<file path="src/rtl/cfu_mac_pkg.sv">
// Shared types and constants for the CFU MAC sequencer: FSM states, op codes and the bus-error result word.
package cfu_mac_pkg;

    typedef enum logic [2:0] {
        ST_IDLE,
        ST_RD_IN,
        ST_RD_FLT,
        ST_MAC,
        ST_RESP
    } state_t;

    localparam logic [2:0]  FN_CONFIG  = 3'd0;
    localparam logic [2:0]  FN_RUN     = 3'd1;
    localparam logic [2:0]  FN_STATUS  = 3'd2;

    localparam logic [31:0] ERR_RESULT = 32'h8000_0000;

endpackage

</file>
<file path="src/rtl/cfu_mac_sequencer_simd_mac4.sv">
// Combinational 4-lane int8 offset-multiply-sum: each lane is (sext(in)+INPUT_OFFSET) * sext(flt), lanes summed and sign-extended to 32 bits.
module simd_mac4 #(
    parameter int INPUT_OFFSET = 128
) (
    input  logic [31:0] in_word,
    input  logic [31:0] flt_word,
    output logic [31:0] sum
);

    localparam logic [8:0] OFFSET = 9'(INPUT_OFFSET);

    logic        [8:0]  op_in  [4];
    logic        [7:0]  op_flt [4];
    logic signed [16:0] prod   [4];
    logic signed [18:0] lane_sum;

    // 9-bit offset operand times 8-bit filter fits a 17-bit signed product; four of them fit 19 bits.
    always_comb begin
        lane_sum = '0;
        for (int k = 0; k < 4; k++) begin
            op_in[k]  = {in_word[8*k+7], in_word[8*k +: 8]} + OFFSET;
            op_flt[k] = flt_word[8*k +: 8];
            prod[k]   = $signed({{8{op_in[k][8]}}, op_in[k]}) * $signed({{9{op_flt[k][7]}}, op_flt[k]});
            lane_sum  = lane_sum + {{2{prod[k][16]}}, prod[k]};
        end
    end

    assign sum = {{13{lane_sum[18]}}, lane_sum};

endmodule

</file>
<file path="src/rtl/cfu_mac_sequencer.sv">
// CFU command sequencer that streams input/filter word pairs from RAM over Wishbone through simd_mac4 and returns the dot product.
// Define CFU_MAC_SAT_EN to saturate the accumulator instead of wrapping modulo 2^32.
module cfu_mac_sequencer #(
    parameter int INPUT_OFFSET = 128,
    parameter int CNT_W        = 16
) (
    input  logic        clk,
    input  logic        reset,
    input  logic        cmd_valid,
    output logic        cmd_ready,
    input  logic [9:0]  cmd_payload_function_id,
    input  logic [31:0] cmd_payload_inputs_0,
    input  logic [31:0] cmd_payload_inputs_1,
    output logic        rsp_valid,
    input  logic        rsp_ready,
    output logic [31:0] rsp_payload_outputs_0,
    output logic [29:0] cfu_ram_adr,
    output logic [31:0] cfu_ram_dat_mosi,
    output logic [3:0]  cfu_ram_sel,
    output logic        cfu_ram_cyc,
    output logic        cfu_ram_stb,
    output logic        cfu_ram_we,
    output logic [2:0]  cfu_ram_cti,
    output logic [1:0]  cfu_ram_bte,
    input  logic [31:0] cfu_ram_dat_miso,
    input  logic        cfu_ram_ack,
    input  logic        cfu_ram_err
);

    import cfu_mac_pkg::*;

    state_t            state, state_next;
    logic [29:0]       in_base, filt_base;
    logic [CNT_W-1:0]  count, idx;
    logic [31:0]       acc, acc_next, mac_sum, in_word, flt_word, rsp_data;
    logic              err_flag;
    logic [2:0]        op;
    logic              last_pair;
    logic              unused_bits;

    assign op          = cmd_payload_function_id[2:0];
    assign last_pair   = (idx + CNT_W'(1)) == count;
    assign unused_bits = ^{cmd_payload_function_id[9:3], cmd_payload_inputs_0[1:0],
                           cmd_payload_inputs_1[31:CNT_W]};

    assign cfu_ram_dat_mosi      = 32'h0;
    assign cfu_ram_sel           = 4'b1111;
    assign cfu_ram_we            = 1'b0;
    assign cfu_ram_cti           = 3'b000;
    assign cfu_ram_bte           = 2'b00;
    assign rsp_payload_outputs_0 = rsp_data;

    simd_mac4 #(.INPUT_OFFSET(INPUT_OFFSET)) u_mac (
        .in_word  (in_word),
        .flt_word (flt_word),
        .sum      (mac_sum)
    );

`ifdef CFU_MAC_SAT_EN
    logic [32:0] acc_wide;
    assign acc_wide = {acc[31], acc} + {mac_sum[31], mac_sum};
    assign acc_next = (acc_wide[32] != acc_wide[31]) ? (acc_wide[32] ? 32'h8000_0000 : 32'h7FFF_FFFF)
                                                     : acc_wide[31:0];
`else
    assign acc_next = acc + mac_sum;
`endif

    always_ff @(posedge clk or posedge reset) begin
        if (reset) state <= ST_IDLE;
        else       state <= state_next;
    end

    // Bus and handshake outputs decode straight from the state so reset drops them without waiting for an edge.
    always_comb begin
        state_next  = state;
        cmd_ready   = 1'b0;
        rsp_valid   = 1'b0;
        cfu_ram_cyc = 1'b0;
        cfu_ram_stb = 1'b0;
        cfu_ram_adr = '0;
        case (state)
            ST_IDLE: begin
                cmd_ready = 1'b1;
                if (cmd_valid)
                    state_next = (op == FN_RUN && count != '0) ? ST_RD_IN : ST_RESP;
            end
            ST_RD_IN: begin
                cfu_ram_cyc = 1'b1;
                cfu_ram_stb = 1'b1;
                cfu_ram_adr = in_base + 30'(idx);
                if (cfu_ram_err)      state_next = ST_RESP;
                else if (cfu_ram_ack) state_next = ST_RD_FLT;
            end
            ST_RD_FLT: begin
                cfu_ram_cyc = 1'b1;
                cfu_ram_stb = 1'b1;
                cfu_ram_adr = filt_base + 30'(idx);
                if (cfu_ram_err)      state_next = ST_RESP;
                else if (cfu_ram_ack) state_next = ST_MAC;
            end
            ST_MAC: begin
                state_next = last_pair ? ST_RESP : ST_RD_IN;
            end
            ST_RESP: begin
                rsp_valid = 1'b1;
                if (rsp_ready) state_next = ST_IDLE;
            end
            default: state_next = ST_IDLE;
        endcase
    end

    // rsp_data is only written on the way into RESP, which keeps the payload steady while rsp_valid is high.
    always_ff @(posedge clk or posedge reset) begin
        if (reset) begin
            in_base   <= '0;
            filt_base <= '0;
            count     <= '0;
            idx       <= '0;
            acc       <= '0;
            in_word   <= '0;
            flt_word  <= '0;
            rsp_data  <= '0;
            err_flag  <= 1'b0;
        end else begin
            case (state)
                ST_IDLE: begin
                    if (cmd_valid) begin
                        rsp_data <= '0;
                        case (op)
                            FN_CONFIG: begin
                                filt_base <= cmd_payload_inputs_0[31:2];
                                count     <= cmd_payload_inputs_1[CNT_W-1:0];
                            end
                            FN_RUN: begin
                                in_base <= cmd_payload_inputs_0[31:2];
                                acc     <= '0;
                                idx     <= '0;
                            end
                            FN_STATUS: begin
                                rsp_data <= {31'b0, err_flag};
                                err_flag <= 1'b0;
                            end
                            default: ;
                        endcase
                    end
                end
                ST_RD_IN: begin
                    if (cfu_ram_err) begin
                        err_flag <= 1'b1;
                        rsp_data <= ERR_RESULT;
                    end else if (cfu_ram_ack) begin
                        in_word <= cfu_ram_dat_miso;
                    end
                end
                ST_RD_FLT: begin
                    if (cfu_ram_err) begin
                        err_flag <= 1'b1;
                        rsp_data <= ERR_RESULT;
                    end else if (cfu_ram_ack) begin
                        flt_word <= cfu_ram_dat_miso;
                    end
                end
                ST_MAC: begin
                    acc <= acc_next;
                    idx <= idx + CNT_W'(1);
                    if (last_pair) rsp_data <= acc_next;
                end
                default: ;
            endcase
        end
    end

endmodule

</file>
<file path="config.mk">
export PLATFORM = sky130hd
export DESIGN_NAME = cfu_mac_sequencer
export DESIGN_NICKNAME = d
export VERILOG_FILES = /design/src/rtl/cfu_mac_pkg.sv /design/src/rtl/cfu_mac_sequencer_simd_mac4.sv /design/src/rtl/cfu_mac_sequencer.sv
export SDC_FILE = /design/constraint.sdc
export NUM_CORES = 1
export LEC_CHECK = 0
export ABC_AREA = 1
export BUFFER_PORTS_ARGS = -buffer_cell sky130_fd_sc_hd__buf_2
export CAP_MARGIN = 15
export CORE_MARGIN = 2
export CORE_UTILIZATION = 50
export CTS_BUF_LIST = sky130_fd_sc_hd__clkbuf_16
export CTS_CLUSTER_SIZE = 28
export DETAILED_ROUTE_END_ITERATION = 6
export PLACE_DENSITY = 0.68
export SYNTH_ARGS = -nofsm -noshare
export SYNTH_HDL_FRONTEND = slang
export SYNTH_SLANG_ARGS = --single-unit
</file>
<file path="constraint.sdc">
create_clock -name clk -period 24.7 [get_ports clk]
set_input_delay 4.94 -clock clk [delete_from_list [all_inputs] [get_ports clk]]
set_output_delay 4.94 -clock clk [all_outputs]
set_load 0.01 [all_outputs]
</file>
* Yosys cells after proc, flatten, opt, wreduce, memory -nomap -nowiden
Cells that the tools add are included.
** Word-level totals
- Register bits after elaboration :: 224
- Output and inout port bits :: 108
- Bits of input ports :: 112
- Word-level logic and storage cells :: 85
** Cells by class
- Multipliers :: 4
- Bitwise gates (word level) :: 1
- Reduce and logical (&&, ||, !) cells :: 16
- Mux-type cells :: 28
- Eq/ne operators :: 15
- Add/sub/neg operators :: 11
** Operators by type and width (count)
- $mux W32 :: 5
- $pmux W32 S3 :: 1
- $mul A9 B8 Y17 :: 4
- $pmux W32 S2 :: 1
- $add A30 B16 Y30 :: 2
- $pmux W30 S2 :: 1
- $add A19 B19 Y19 :: 2
- $add A9 B8 Y9 const B :: 4
- $add A32 B32 Y32 :: 1
- $mux W16 :: 2
- $pmux W16 S2 :: 1
- $mux W3 :: 8
- $add A17 B17 Y18 :: 1
- $add A16 B1 Y16 const B :: 1
- $eq A16 B16 Y1 :: 1
- $reduce_bool A16 Y1 :: 1
- $pmux W3 S5 :: 1
- $reduce_and A3 Y1 :: 5
- $reduce_and A4 Y1 :: 3
- $eq A3 B2 Y1 const B :: 3
- $ne A2 B2 Y1 const B :: 4
- $mux W1 :: 7
- $eq A3 B1 Y1 const B :: 2
- $logic_not A3 Y1 :: 2
- other kinds (9) :: 12

* Depth between registers and ports, before layout
- Depth after elaboration :: 8
- Mapped depth :: 54
- Mapped depth without buffers :: 53

* Hierarchy
Synthesis repeated with hierarchy kept, for this count alone.
** Unflattened totals
- Cell total of the unflattened synthesis :: 3410
- Area total of the unflattened synthesis :: 24526.0 um^2
** Modules (own cells, without submodules)
- cfu_mac_sequencer :: cells each 1831, instances 1, area an instance 13465.4 um^2, seq. area each 5605.4 um^2
- simd_mac4 :: cells each 1579, instances 1, area an instance 11060.6 um^2, seq. area each 0.0 um^2

* Worst setup path after synthesis
Ideal clock, no wire load.
- Path kind :: register to register
- Start point :: register flt_word[7]
- End point :: register rsp_data[31], in the netlist rsp_payload_outputs_0[31]
- Data required time :: 24.584 ns
- Stages on the path, launching flop included :: 42
- Buffers on the path :: 0
- Slack :: 16.152 ns
- Arrival :: 8.431 ns
- Library setup time :: 0.116 ns
- Period minus slack after synthesis :: 8.548 ns
- Path through :: dfrtp_1 clkinv_1 or2_2 fa_1 fa_1 inv_1 fa_1 fa_1 fa_1 inv_1 fa_1 inv_1 ha_1 nand2_1 o21ai_0 a21boi_0 o21ai_0 nand3_1 (+6 left out) o21ai_0 nor2_1 nand2_1 nand2_1 nand2_1 ha_1 a21oi_1 nand2_1 nand2_1 nand2_1 nand2_1 nand2_1 a21oi_1 nand3_1 nand3_1 nand2_1 nand2_1 nand2_1
** Between the ends
- Cells in the longest elaborated chain, start to end :: 7
** RTL lines
- start: declaration :: line cfu_mac_sequencer.sv:35 : logic [31:0] acc, acc_next, mac_sum, in_word, flt_word, rsp_data;
- start signal: assignment :: line cfu_mac_sequencer.sv:160 : flt_word <= cfu_ram_dat_miso;
- $mul A9 B8 Y17 :: line cfu_mac_sequencer_simd_mac4.sv:23 : prod[k] = $signed({{8{op_in[k][8]}}, op_in[k]}) * $signed({{9{op_flt[k][7]}}, op_flt[k]});
- $add A17 B17 Y18 :: line cfu_mac_sequencer_simd_mac4.sv:24 : lane_sum = lane_sum + {{2{prod[k][16]}}, prod[k]};
- $add A19 B19 Y19 (2 in series) :: line cfu_mac_sequencer_simd_mac4.sv:24
- $add A32 B32 Y32 :: line cfu_mac_sequencer.sv:65 : assign acc_next = acc + mac_sum;
- $mux W32 :: line cfu_mac_sequencer.sv:166 : if (last_pair) rsp_data <= acc_next;
- $pmux W32 S3 :: line cfu_mac_sequencer.sv:125 : case (state)
- end signal: assignment :: line cfu_mac_sequencer.sv:140 : rsp_data <= {31'b0, err_flag};
- end signal: assignment :: line cfu_mac_sequencer.sv:166
- end: declaration :: line cfu_mac_sequencer.sv:35
Every way passes these cells. The select of a mux whose other input is x is not followed.
A chain may end at the register's enable or synchronous reset.

* Worst setup path after layout
Ends and elaborated chain as after synthesis.

==> results.toml <==
[clock_tree]
clockBufferDepth = 3
postCtsSetupBuffers = 0
cts_tree = "yes"
postCtsHoldBufs = 0
clock-sinks = 224
cts_root_buffer = "clkbuf_16"
ctsResizeCount = 0
numCtsBuffers = 28
path_clk_slew_ps = 60
htreeDepth = 1
clk_latency_ps = 600

[setup_path]
r2r_end = "rsp_payload_outputs_0[31]"
cp_data_required_time_ps = 25200
cp-start-kind = "flip-flop"
critPathMaxFanout = 15
crit_type = "flip-flop to flip-flop"
path_delay_family = "adder cells"
reg2reg_from = "flt_word[7]"
worst-path-buf-inv = 5
cp-end-kind = "flip-flop"
crit_slowest_cell = "ha_1"
cp_common_cell = "nand2_1"
cp.arrival_ps = 10730
reg2reg_depth = 39
slowest_delay_ps = 600
reg2reg_slack_ps = 14460

[sta]
min_period_over_period_pct = 41.4
relSlewSlack_pct = 37.1
fin_crit_ps = 10240
fmax_ghz = 0.0977
hold_viol_final = 0
clock-skew-final_ps = 50.1
rsz0062_at_grt = "no"
fin_ws_ps = 14460
final-setup-viol-count = 0
tns_ps = 0
worst_pin_slew_ps = 934
drv_slew = 0

[drt]
via_per_inst = 5.13
drt_pre_antenna_iters = 5
drc = 0
num_vias = 19500
wl_per_cell_um = 15.3
routed_wl_um = 58000
drt_iter0_drc = 1182
ant_nets = 0

[finish]
regArea_um2 = 5610
final_nets = 3703
post-route-util_pct = 54.7
multi_input_area_um2 = 14700
area_growth_pct = 8.37
fillCellCount = 4432
drive_gt1_share_pct = 9.37

[place]
place.port_buffers = 152
place_congestion = 0.915
hpwl_um = 46600
pre_cts_ws_ps = 14360

[synthesis]
synth_enable_flop_cells = 0
yosysUniqueCellTypes = 47
synthAdderAreaFrac_pct = 28.6
synthMuxAreaShare_pct = 1.69
synth_compound_area_share_pct = 10.9
synth_flop_cell = "dfrtp_1"
synth-xor-area-share_pct = 2.51
yosysSeqAreaShare_pct = 24.0
synth_async_sr_flop_share_pct = 100
netlist_area_um2 = 23400
synth_top_family_by_area = "adder cells"
yosys.area_share.simple_pct = 18.6
synth_cells = 3086
synth_warnings = 0
ys_ff_latch = 224
avgSynthCellArea_um2 = 7.58

[status]
status = "complete, no violations"

[min_path]
hold_path_startpoint = "rsp_payload_outputs_0[31]"
hold_depth = 2
worstHoldPathType = "flip-flop to flip-flop"
holdPathEnd = "rsp_payload_outputs_0[31]"

[power]
leakage_nw = 14.8
total_power_mw = 3.08
vdd_drop_max_mv = 0.0994
power_density_nw_per_um2 = 122

[die]
die_w_um = 220
dieArea_um2 = 48500
core_um2 = 46400
dieHeight_um = 220
start_util_pct = 50.4
ios = 220
row_count = 79

[flow_run]
maxCapViolCount = 0

[grt]
grt_util_all_layers_pct = 24.7
grt_pass1_wl_um = 96300
grt_remaining_overflow = 0
first_global_vias = 19300
antenna_found_initial = 3
grt_max_degree = 113
-- kinds of logic (layout without fill, tap and decap cells) --
group / Yosys count / after routing
AND/OR/NAND/NOR: 1069 / 1069
buffers and inverters: 799 / 864
AO/OA/AOI/OAI: 472 / 472
adder cells (fa/ha/maj): 418 / 418
flip-flops: 224 / 224
XOR/XNOR: 67 / 67
multiplexers: 35 / 35
other: 2 / 43
-- Yosys cell counts (2+ instances only) --
| master | number | area [um2] |
|---|---|---|
| nand2_1 | 708 | 2660 |
| inv_1 | 648 | 2430 |
| dfrtp_1 | 224 | 5610 |
| ha_1 | 224 | 2800 |
| o21ai_0 | 201 | 1010 |
| fa_1 | 194 | 3880 |
| a21oi_1 | 187 | 936 |
| nor2_1 | 185 | 694 |
| clkbuf_1 | 89 | 334 |
| nand3_1 | 89 | 445 |
| xor2_1 | 45 | 394 |
| buf_4 | 43 | 323 |
| mux2_2 | 35 | 394 |
| nor3_1 | 23 | 115 |
| xnor2_1 | 22 | 193 |
| or2_2 | 21 | 131 |
| o21bai_1 | 15 | 113 |
| nand4_1 | 14 | 87.6 |
| o21ai_2 | 14 | 123 |
| o21ai_1 | 13 | 65.1 |
| o22ai_1 | 12 | 75.1 |
| buf_2 | 10 | 50.1 |
| nand2_2 | 7 | 43.8 |
| a21o_1 | 6 | 45.0 |
| a21boi_0 | 5 | 37.5 |
| buf_6 | 5 | 56.3 |
| nand3b_1 | 5 | 37.5 |
| nor4_1 | 5 | 31.3 |
| o21a_1 | 5 | 37.5 |
| a31oi_1 | 4 | 25.0 |
| nor2_2 | 3 | 18.8 |
| nor2_4 | 3 | 33.8 |
| o211ai_1 | 3 | 22.5 |
| o31ai_1 | 3 | 22.5 |
| clkinv_1 | 2 | 7.51 |
| conb_1 | 2 | 7.51 |
| inv_2 | 2 | 7.51 |
-- metrics by stage --
| stage | instance area [um2] | std cells | hold WS (ps) |
|---|---|---|---|
| floorplan | 23500 | 3126 | 448 |
| global placement | 24400 | 3749 | 461 |
| detailed placement | 24400 | 3749 | 461 |
| CTS | 25300 | 3797 | 478 |
| global route | 25300 | 3798 | 499 |
| finish | 25300 | 3799 | 476 |
-- per-layer routing --
| metal | wire [um] | vias to the layer above | GRT usage [%] |
|---|---|---|---|
| li1 | - | 9618 | - |
| met1 | 24900 | 9294 | 32.2 |
| met2 | 29000 | 442 | 43.3 |
| met3 | 2440 | 115 | 2.94 |
| met4 | 1580 | 6 | 6.80 |
| met5 | 41 | - | 0 |
-- report_power, final --
group	switching (mW)	internal (mW)
Sequential	0.157	0.485
Combinational	1.31	0.713
Clock	0.173	0.247
-- worst max path at each step --
| stage | start | endpoint | slack (ps) | depth (start not counted) |
|---|---|---|---|---|
| floorplan | reset | acc[0] | 13630 | 1 |
| global placement | flt_word[7] | rsp_payload_outputs_0[31] | 14470 | 43 |
| detailed placement | flt_word[7] | rsp_payload_outputs_0[31] | 14360 | 43 |
| CTS | flt_word[7] | rsp_payload_outputs_0[31] | 14360 | 43 |
| global route | flt_word[7] | rsp_payload_outputs_0[31] | 13690 | 43 |
| finish | flt_word[7] | rsp_payload_outputs_0[31] | 14460 | 39 |
-- state kept, by name (all words and copies together) (netlist names) --
register and flops:
acc 32, flt_word 32, in_word 32, rsp_payload_outputs_0 32, filt_base 30, in_base 30, count 16, idx 16
state 3, err_flag 1
-- final cells by class --
type / count / area share (%)
multi-input combinational: 2103 / 58.1
sequential: 224 / 22.1
inverter: 652 / 9.69
timing repair buffer: 164 / 3.41
tap: 607 / 3.00
clock buffer: 28 / 2.77
clock inverter: 20 / 0.889
antenna: 1 / 0.00988
-- worst reg2reg max path, delay by kind of cell (launching register included) --
kind | cells | cell delay, ps
adder cells (fa/ha/maj) | 10 | 4920
buffers and inverters | 5 | 490
AND/OR/NAND/NOR | 15 | 2330
flip-flops | 1 | 470
AO/OA/AOI/OAI | 9 | 1940
-- cell usage in the layout (no fill, tap or decap), types with 2 or more instances in the layout --
cell type	netlist	layout
o21ai_2	14	15
bufinv_16	0	4
nand2_1	708	706
clkbuf_16	0	28
xnor2_1	22	22
o21a_1	5	5
nand3_1	89	89
fa_1	194	194
o22ai_1	12	12
mux2_2	35	35
o21ai_1	13	12
a21boi_0	5	5
a21oi_1	187	187
clkinv_4	0	3
a21o_1	6	6
buf_2	10	152
nor2_1	185	184
o21bai_1	15	15
inv_2	2	2
clkinv_1	2	8
nor4_1	5	5
nand3b_1	5	5
buf_4	43	11
or2_2	21	21
nor3_1	23	23
nor2_2	3	4
o31ai_1	3	3
inv_1	648	650
o21ai_0	201	201
a31oi_1	4	4
conb_1	2	42
nor2_4	3	3
ha_1	224	224
dfrtp_1	224	224
clkinv_2	0	3
xor2_1	45	45
o211ai_1	3	3
nand4_1	14	14
nand2_2	7	9
Power figures use the tool's default switching activity.
